--- src/rtl/dma_desc_pkg.sv ---
// Shared definitions for the DMA read-descriptor path.
// Holds the 28-bit descriptor field layout, the 4 KB (1024-DW) boundary,
// the reader FSM state type and a helper that expands the length field.
// No ports (package).
package dma_desc_pkg;

    localparam int DESC_W      = 28;
    localparam int TAG_LSB     = 24;
    localparam int TAG_W       = 4;
    localparam int LEN_LSB     = 14;
    localparam int LEN_W       = 10;
    localparam int ADDR_LSB    = 0;
    localparam int ADDR_W      = 14;
    localparam int REM_W       = 11;   // holds 1..1024
    localparam int BOUNDARY_DW = 1024;

    typedef enum logic [0:0] {
        ST_IDLE  = 1'b0,
        ST_ISSUE = 1'b1
    } rd_state_e;

    // A length field of zero stands for a full 1024-DW transfer.
    function automatic logic [REM_W-1:0] expand_len(input logic [LEN_W-1:0] len);
        logic [REM_W-1:0] res;
        if (len == 10'd0) begin
            res = 11'd1024;
        end else begin
            res = {1'b0, len};
        end
        return res;
    endfunction

endpackage

--- src/rtl/desc_chunk_calc.sv ---
// Combinational request sizer.
// Given the current DW address and the DW still to transfer, returns the
// next request length: the smallest of the remaining length, the maximum
// payload and the distance to the next 1024-DW boundary.
// Ports:
//   addr_i   [13:0] current DW address
//   rem_i    [10:0] DW remaining in the descriptor (1..1024)
//   chunk_o  [10:0] length of the next request
//   last_o          the next request finishes the descriptor
module desc_chunk_calc
    import dma_desc_pkg::*;
#(
    parameter int MAX_PAYLOAD_DW = 32
) (
    input  logic [ADDR_W-1:0] addr_i,
    input  logic [REM_W-1:0]  rem_i,
    output logic [REM_W-1:0]  chunk_o,
    output logic              last_o
);

    localparam logic [REM_W-1:0] MAX_S = REM_W'(MAX_PAYLOAD_DW);
    localparam logic [REM_W-1:0] BND_S = REM_W'(BOUNDARY_DW);

    logic [REM_W-1:0] to_bnd_s;
    logic [REM_W-1:0] lim_s;

    // DW left before the address crosses into the next 4 KB page.
    assign to_bnd_s = BND_S - {1'b0, addr_i[9:0]};
    assign lim_s    = (rem_i < MAX_S) ? rem_i : MAX_S;
    assign chunk_o  = (to_bnd_s < lim_s) ? to_bnd_s : lim_s;
    assign last_o   = (chunk_o == rem_i);

endmodule

--- src/rtl/fifo_desc_reader.sv ---
// Pop-side consumer of the DMA read-descriptor FIFO.
// Pops one descriptor at a time and splits it into read requests that never
// exceed MAX_PAYLOAD_DW and never cross a 1024-DW boundary. Requests leave on
// a valid/ready interface with registered outputs.
// Ports:
//   clockCore, resetCore (sync, active low)
//   enable              allow new pops
//   fifoEmpty, fifoData show-ahead FIFO head; fifoPop removes it
//   reqValid/reqReady   request handshake
//   reqAddr, reqLen, reqTag, reqLast   request fields (reqLen 0 = 1024)
//   busy                a descriptor is in progress
//   descDone            completed-descriptor counter (wraps)
module fifo_desc_reader
    import dma_desc_pkg::*;
#(
    parameter int MAX_PAYLOAD_DW = 32,
    parameter int CNT_W          = 16
) (
    input  logic               clockCore,
    input  logic               resetCore,
    input  logic               enable,
    input  logic               fifoEmpty,
    input  logic [27:0]        fifoData,
    output logic               fifoPop,
    output logic               reqValid,
    input  logic               reqReady,
    output logic [13:0]        reqAddr,
    output logic [9:0]         reqLen,
    output logic [3:0]         reqTag,
    output logic               reqLast,
    output logic               busy,
    output logic [CNT_W-1:0]   descDone
);

    rd_state_e          state_q, state_d;
    logic [ADDR_W-1:0]  addr_q, addr_d;
    logic [REM_W-1:0]   rem_q, rem_d;
    logic [TAG_W-1:0]   tag_q, tag_d;
    logic [REM_W-1:0]   chunk_q, chunk_d;
    logic               last_q, last_d;
    logic [CNT_W-1:0]   done_q, done_d;

    logic               can_pop_s;
    logic               pop_s;
    logic               upd_s;
    logic [REM_W-1:0]   chunk_s;
    logic               last_s;

    // Sized from the next-state address/remaining so the registered request
    // fields are ready the cycle after a load or handshake.
    desc_chunk_calc #(
        .MAX_PAYLOAD_DW (MAX_PAYLOAD_DW)
    ) u_chunk (
        .addr_i  (addr_d),
        .rem_i   (rem_d),
        .chunk_o (chunk_s),
        .last_o  (last_s)
    );

    assign can_pop_s = enable & ~fifoEmpty & resetCore;

    // Next-state logic: pop decisions, descriptor load and address advance.
    always_comb begin
        state_d = state_q;
        addr_d  = addr_q;
        rem_d   = rem_q;
        tag_d   = tag_q;
        done_d  = done_q;
        pop_s   = 1'b0;
        upd_s   = 1'b0;
        case (state_q)
            ST_IDLE: begin
                if (can_pop_s) begin
                    pop_s   = 1'b1;
                    state_d = ST_ISSUE;
                end else begin
                    state_d = ST_IDLE;
                end
            end
            ST_ISSUE: begin
                if (reqReady) begin
                    if (last_q) begin
                        done_d = done_q + {{(CNT_W-1){1'b0}}, 1'b1};
                        // Chain straight into the next descriptor with no bubble.
                        if (can_pop_s) begin
                            pop_s   = 1'b1;
                            state_d = ST_ISSUE;
                        end else begin
                            state_d = ST_IDLE;
                        end
                    end else begin
                        // 14-bit add wraps the DW address silently.
                        addr_d = addr_q + {3'd0, chunk_q};
                        rem_d  = rem_q - chunk_q;
                        upd_s  = 1'b1;
                    end
                end else begin
                    state_d = ST_ISSUE;
                end
            end
            default: begin
                state_d = ST_IDLE;
            end
        endcase
        if (pop_s) begin
            tag_d  = fifoData[TAG_LSB +: TAG_W];
            addr_d = fifoData[ADDR_LSB +: ADDR_W];
            rem_d  = expand_len(fifoData[LEN_LSB +: LEN_W]);
            upd_s  = 1'b1;
        end else begin
            tag_d  = tag_d;
        end
    end

    // Request length/last only change when a new request is formed.
    always_comb begin
        chunk_d = chunk_q;
        last_d  = last_q;
        if (upd_s) begin
            chunk_d = chunk_s;
            last_d  = last_s;
        end else begin
            chunk_d = chunk_q;
            last_d  = last_q;
        end
    end

    // State and request registers with synchronous active-low reset.
    always_ff @(posedge clockCore) begin
        if (!resetCore) begin
            state_q <= ST_IDLE;
            addr_q  <= 14'd0;
            rem_q   <= 11'd0;
            tag_q   <= 4'd0;
            chunk_q <= 11'd0;
            last_q  <= 1'b0;
            done_q  <= {CNT_W{1'b0}};
        end else begin
            state_q <= state_d;
            addr_q  <= addr_d;
            rem_q   <= rem_d;
            tag_q   <= tag_d;
            chunk_q <= chunk_d;
            last_q  <= last_d;
            done_q  <= done_d;
        end
    end

    assign fifoPop  = pop_s;
    assign reqValid = (state_q == ST_ISSUE);
    assign busy     = (state_q == ST_ISSUE);
    assign reqAddr  = addr_q;
    assign reqLen   = chunk_q[9:0];
    assign reqTag   = tag_q;
    assign reqLast  = last_q;
    assign descDone = done_q;

endmodule

--- config.mk ---
export PLATFORM = sky130hd
export DESIGN_NAME = fifo_desc_reader
export DESIGN_NICKNAME = d
export VERILOG_FILES = /design/src/rtl/dma_desc_pkg.sv /design/src/rtl/desc_chunk_calc.sv /design/src/rtl/fifo_desc_reader.sv
export SDC_FILE = /design/constraint.sdc
export NUM_CORES = 1
export LEC_CHECK = 0
export CAP_MARGIN = 20
export CELL_PAD_IN_SITES_DETAIL_PLACEMENT = 2
export CELL_PAD_IN_SITES_GLOBAL_PLACEMENT = 2
export CORE_ASPECT_RATIO = 1.75
export CORE_MARGIN = 3
export CORE_UTILIZATION = 31
export DETAILED_ROUTE_END_ITERATION = 12
export PLACE_DENSITY = 0.87
export SYNTH_ARGS = -nofsm -noshare
export SYNTH_HDL_FRONTEND = slang
export SYNTH_SLANG_ARGS = --single-unit
--- constraint.sdc ---
create_clock -name clockCore -period 5.15 [get_ports clockCore]
set_input_delay 0.515 -clock clockCore [delete_from_list [all_inputs] [get_ports clockCore]]
set_output_delay 0.515 -clock clockCore [all_outputs]
set_load 0.02 [all_outputs]
==> After elaboration in Yosys (flattened, before gate mapping) <==
Index checks and enable logic that the tools add are counted.
{ "classes": {"mux": 22, "n_eq_ne": 2, "addsub": 4, "n_lt_le_gt_ge": 2, "n_reduce_logical": 5, "bitwise_logic": 4} }
{ "op_table": {"columns": ["op", "n"], "rows": [
  ["$mux W11", 7],
  ["$mux W14", 4],
  ["$add A16 B1 Y16 const B", 1],
  ["$add A14 B11 Y14", 1],
  ["$eq A11 B11 Y1", 1],
  ["$lt A11 B11 Y1", 1],
  ["$lt A11 B6 Y1 const B", 1],
  ["$sub A11 B10 Y11 const A", 1],
  ["$sub A11 B11 Y11", 1],
  ["$logic_not A10 Y1", 1],
  ["$mux W1", 9],
  ["$reduce_and A3 Y1", 2],
  ["$pmux W1 S2", 2],
  ["$reduce_bool A2 Y1", 2],
  ["$and A1 B1 Y1", 2],
  ["$ne A2 B2 Y1 const B", 1],
  ["$not A1 Y1", 2]
]} }
{ "totals": {"inputBits": 33, "output_inout_bits": 48, "elab_cells": 47, "ff_bits": 58} }

==> Longest topological paths before layout <==
{ "depth": {"ltp_word": 13, "depth_mapped": 25, "depth_no_buf": 22} }

==> By module <==
From an unflattened synthesis, not the netlist that was laid out.
{ "unflattened": {"cells_unflattened": 574, "hier_area_um2": 4559.4} }
{ "modules_own_cells": {"columns": ["module", "cells_each", "n_inst", "area_per_inst_um2", "seq_area_each_um2"], "rows": [
  ["fifo_desc_reader", 454, 1, 3672.3, 1161.1],
  ["desc_chunk_calc", 120, 1, 887.1, 0.0]
]} }

==> Worst setup path after synthesis <==
Ideal clock, no wire load.
{ "synth_timing": {"path_type": "flip-flop to flip-flop", "start": "register chunk_q[1]", "end": "register chunk_q[3]", "synth_period_minus_slack_ns": 4.610, "arrival_ns": 4.476, "required_time_ns": 5.016, "setup_time_ns": 0.134, "setup_slack_ns": 0.540, "stages_incl_launch_ff": 23, "n_path_buf": 2, "path_cell_list": "dfxtp_1 inv_1 ha_1 nor2b_1 o31ai_2 a2111oi_2 a211oi_4 or3b_4 nor3_2 nand2_1 ha_1 a21o_1 a21o_1 a211o_1 a21oi_1 nand2_1 nor4_4 or2_1 buf_4 buf_6 nor2_1 a211oi_1 a211oi_1"} }
{ "synth_between": {"elab_chain_cells": 9, "elab_cells_between_ends": 15, "cone_classes": "add/sub (3); order compare (2); mux (10)"} }
{ "synth_lines": {"columns": ["element", "line", "text"], "rows": [
  ["start: declaration", "fifo_desc_reader.sv:39", "logic [REM_W-1:0] chunk_q, chunk_d;"],
  ["start signal: assignment", "fifo_desc_reader.sv:143", "chunk_q <= chunk_d;"],
  ["$sub A11 B11 Y11", "fifo_desc_reader.sv:94", "rem_d = rem_q - chunk_q;"],
  ["$mux W11", "fifo_desc_reader.sv:82", "if (last_q) begin"],
  ["$mux W11", "fifo_desc_reader.sv:81", "if (reqReady) begin"],
  ["$mux W11", "fifo_desc_reader.sv:71", "case (state_q)"],
  ["$mux W11", "fifo_desc_reader.sv:105", "if (pop_s) begin"],
  ["$lt A11 B6 Y1", "desc_chunk_calc.sv:29", "assign lim_s = (rem_i < MAX_S) ? rem_i : MAX_S;"],
  ["$mux W11", "desc_chunk_calc.sv:29", null],
  ["$lt A11 B11 Y1", "desc_chunk_calc.sv:30", "assign chunk_o = (to_bnd_s < lim_s) ? to_bnd_s : lim_s;"],
  ["$mux W11 (*)", "desc_chunk_calc.sv:30", null]
]} }
Every way passes the cells marked *; elsewhere a longest branch is shown, timed or not. The select of a mux whose other input is x is not followed.
A chain may end at the register's enable or synchronous reset.

==> Worst setup path after layout <==
{ "layout_timing": {"start": "register chunk_q[0]", "end": "register chunk_q[3]"} }
Same word-level chain as after synthesis.

==> results.txt <==
The run finished, with violations left. The checks that failed: setup timing. The initial antenna violation count came out at 0. The smallest hold slack is 0.463 ns.

The final worst-path setup slack is -0.0678 ns. The worst register-to-register path has a setup slack of -0.07 ns. The repair_antennas step left the layout with diodes totalling 0. The largest net degree at the start of global routing came out at 48. The starting utilization of the core area came out at 31.7%.

The combinational power share is 46.4%. The switching power as a share of total power came out at 40.2%. The area overhead of the layout relative to synthesis came out at 39.5%. The final number of hold-violating endpoints came out at 0. The clock tree from TritonCTS is built. The number of global-route vias before repair was 5,919. The count of placed standard cells in the final layout, fillers left out came out at 874. The wire length per cell after detailed routing is 26.9 um. The remaining number of nets flagged by the antenna check after routing came out at 0. The critical path starts at chunk_q[0]. The net total in the final layout came out at 757. The critical path required time is 5.34 ns. The area of the placeable core is 0.0144 mm^2. The final RePlAce weighted congestion came out at 0.917. The total overflow left after global routing is 0. Before antenna repair, the detailed router went through 5 iterations. The final number of max-transition violations came out at 0. The area of all placed cells without fillers came out at 0.00639 mm^2. The startpoint of the worst-slack reg-to-reg timing path is chunk_q[0]. The max-cap violation count is 0.

Cells with a size suffix above 1 make up 19.2% of the layout. Row generation in the floorplan step produced 58 rows. The depth of the CTS H-tree came out at 3.

The buffer levels on the longest clock path is 2. After clock tree synthesis, the flow added hold-fix buffers numbering 0. The detailed placement HPWL is 15,900 um.

The die area came out at 0.0163 mm^2. The kind of start point of the critical path is a flip-flop. The mean instance size in the synthesized netlist is 7.94 um^2. In this run the worst path has a maximum fanout of 8. The worst pin sits at a relative slew slack of 41.9%. Measured along the y axis, the die boundary spans 167 um.

The number of failing setup endpoints in the final timing report came out at 3. Counting cells, the worst reg-to-reg path comes to 23. The sequential cells in the finished layout cover a total of 0.00117 mm^2. The cell area after synthesis is 0.00458 mm^2.

The end point of the critical path is chunk_q[3]. Summing all placed instances gives a cell area of 0.00575 mm^2. The number of standard cells after synthesis is 577. The data arrival time of the worst path came out at 5.41 ns. The share of flip-flops with an asynchronous set or reset is 0%.

At the later pin of the worst-skew pair, clock insertion delay measures 0.35 ns. The worst clock skew on the final layout is 0.0116 ns. 81 I/O pins were placed.

The aggregate routed wire length is 23,500 um. The total power divided by cell area came out at 351 mW/mm^2. The internal power is 1.34 mW. The clock share of power came out at 30.7%. Summing all multi-input logic gate instances after layout gives 0.00333 mm^2. The number of DRC violations after detailed-routing iteration 0 came out at 204. The number of clock sinks seen by CTS is 58. The number of cells after detailed placement is 851.

The number of synthesized flops with an enable pin came out at 0. The net switching power of the design is 0.902 mW. During placement, the flow inserted port buffers numbering 80. The final period demand of the worst path came out at 5.22 ns.

The register bit count reported by yosys came out at 58. The share of the Yosys chip area taken by registers is 25.3%. CTS placed an instance of clkbuf_16 at the clock tree root. The main flop type after synthesis is dfxtp_1. The global router's overall resource usage came out at 26.3%.

The fraction of power consumed by sequential logic came out at 22.8%. The number of different library cells used by synthesis comes to 82. The number of fill cells came out at 1,598. The total via count in the routed design came out at 5,259. By startpoint and endpoint, the worst setup path is classified as reg -> reg. STA classifies the critical path endpoint as a flip-flop. The horizontal die dimension is 97.9 um. The portion of the clock cycle consumed by the worst path in the final layout is 101%.

The CTS buffer count came out at 9. The kind of path behind the tightest hold check is reg -> reg. The setup slack after placement came out at -0.272 ns. In the routed layout, each cell is associated on average with a via count of 6.02.

The analysis attributes to cell leakage a power of 2.53 nW. At the pin with the least slew margin, the transition time is 0.862 ns. The first-pass GRT wire length came out at 33,400 um. The count of yosys warnings during synthesis came out at 0. In this run the critical register-to-register path is captured at chunk_q[3]. Derived from the worst setup path, the maximum achievable clock frequency is 0.192 GHz. The DRC violation count after routing is 0. Clock-pin slew was measured on the worst setup and hold paths at 0.06 ns. The worst voltage drop across the vdd grid came out at 148 uV.
[registers in the layout (all words and copies together) (netlist names)]
register / flops
chunk_q: 11
descDone: 16
reqLast: 1
rem_q: 11
reqAddr: 14
busy: 1
reqTag: 4
[critical path: stages, from the launching register on]
cell	delay, ns
dfxtp_2	0.39
ha_1	0.25
inv_1	0.07
fa_1	0.50
a31oi_1	0.12
o221ai_2	0.13
ha_2	0.27
o211ai_1	0.10
a21oi_1	0.29
buf_4	0.19
xnor2_2	0.12
inv_1	0.10
ha_1	0.35
a21o_1	0.19
a21o_1	0.19
a211o_1	0.34
a21oi_4	0.20
nand2_2	0.11
nor4_4	0.32
or2_1	0.19
buf_4	0.17
nor2_1	0.07
a211oi_1	0.29
a211oi_1	0.11
[cell families after synthesis]
group	after synthesis	share of synthesized area [%]
and+or+nand+nor	223	25.2
AOI/OAI and AO/OA	158	25.2
buffers and inverters	67	7.51
DFF	58	25.3
adders and majority gates	35	9.89
xor gates and xnor gates	30	5.73
muxes	5	1.09
other	1	0.0818
[metal layers]
metal / vias to the layer above / part of all wire, % / global-route usage (%)
li1: 2303 / - / -
met5: - / 0 / 0
met4: 0 / 8.4 / 20.0
met3: 108 / 3.9 / 4.69
met2: 204 / 54 / 49.2
met1: 2644 / 34 / 24.5
[cells in the final DEF, fill, tap and decap left out, drive strengths merged, types with 3 or more instances in the layout]
cell / synthesis / layout
a22oi: 3 / 3
nand3: 28 / 28
dfxtp: 58 / 58
nand4: 7 / 7
a31oi: 5 / 5
nand3b: 6 / 6
o21ai: 21 / 21
a221oi: 3 / 3
nor2b: 6 / 6
mux2i: 5 / 5
clkinv: 1 / 4
and3: 10 / 10
xor2: 13 / 13
o211ai: 8 / 8
o21a: 12 / 12
ha: 33 / 33
and3b: 3 / 3
xnor2: 17 / 17
o31ai: 8 / 8
a211oi: 17 / 17
o211a: 4 / 4
a21oi: 36 / 36
a211o: 3 / 3
nor3b: 3 / 3
or3: 3 / 3
nor3: 13 / 13
nor2: 62 / 62
clkbuf: 14 / 10
buf: 24 / 55
dlymetal6s2s: 0 / 3
and2: 10 / 10
clkdlybuf4s50: 0 / 77
nand2b: 5 / 5
inv: 28 / 28
nand2: 50 / 50
nor4: 6 / 6
a21o: 11 / 11
a21boi: 3 / 3
conb: 1 / 5
[worst min-delay path by stage]
stage	end	slack [ns]	depth (start not counted)	start
2_1_floorplan	chunk_q[10]	0.46	2	chunk_q[10]
3_3_place_gp	reqTag[3]	0.45	2	reqTag[3]
3_5_place_dp	reqTag[0]	0.46	2	reqTag[0]
4_1_cts	reqTag[0]	0.47	2	reqTag[0]
5_1_grt	reqTag[0]	0.49	2	reqTag[0]
6_report	reqTag[0]	0.46	2	reqTag[0]
[area by class of cell]
cell class | instances | share of cell area, %
well taps | 180 | 3.52
repair buffers | 135 | 19.2
clock buffers | 10 | 3.74
clock inverters | 6 | 1.41
multi-input cells | 456 | 52.1
flip-flops and latches | 58 | 18.3
inverters | 29 | 1.74
[stage by stage]
step | util, % | setup TNS (ns) | power, mW
floorplan | - | 0 | 1.05
detailed placement | 39.8 | -1.62 | 1.38
global placement | 39.8 | -0.0264 | 1.33
finish | 44.3 | -0.0768 | 2.24
global route | 44.3 | -1.78 | 2.33
CTS | 42.4 | -0.000353 | 2.11
[synth_stat cells (6+ instances only)]
| master | instances | area (um^2) |
|---|---|---|
| xor2_1 | 13 | 114 |
| a21o_1 | 11 | 82.6 |
| buf_4 | 13 | 97.6 |
| and3_1 | 10 | 62.6 |
| ha_1 | 33 | 413 |
| o21a_1 | 12 | 90.1 |
| a21oi_1 | 36 | 180 |
| and2_1 | 10 | 62.6 |
| o31ai_1 | 7 | 52.6 |
| nand4_1 | 7 | 43.8 |
| nand2_1 | 49 | 184 |
| dfxtp_1 | 58 | 1160 |
| nor2b_1 | 6 | 37.5 |
| o211ai_1 | 8 | 60.1 |
| xnor2_1 | 17 | 149 |
| a211oi_1 | 16 | 120 |
| nor3_1 | 12 | 60.1 |
| o21ai_0 | 21 | 105 |
| inv_1 | 27 | 101 |
| nor2_1 | 62 | 233 |
| clkbuf_1 | 14 | 52.6 |
| nand3_1 | 28 | 140 |
[repair_timing]
item,4_1_cts,5_1_grt
endpoints found under the hold margin,0,0
setup endpoints to repair,12,12
buffers inserted,1,6
pin swaps,3,16
resized for setup,11,53
[power groups by stage]
stage	logic [mW]	registers (mW)	clock network [mW]
after floorplan	0.533	0.517	0
after global placement	0.815	0.516	0
after detailed placement	0.860	0.518	0
after CTS	0.909	0.508	0.692
after global routing	1.10	0.515	0.714
final	1.04	0.513	0.690
(Power assumes the default switching activity.)
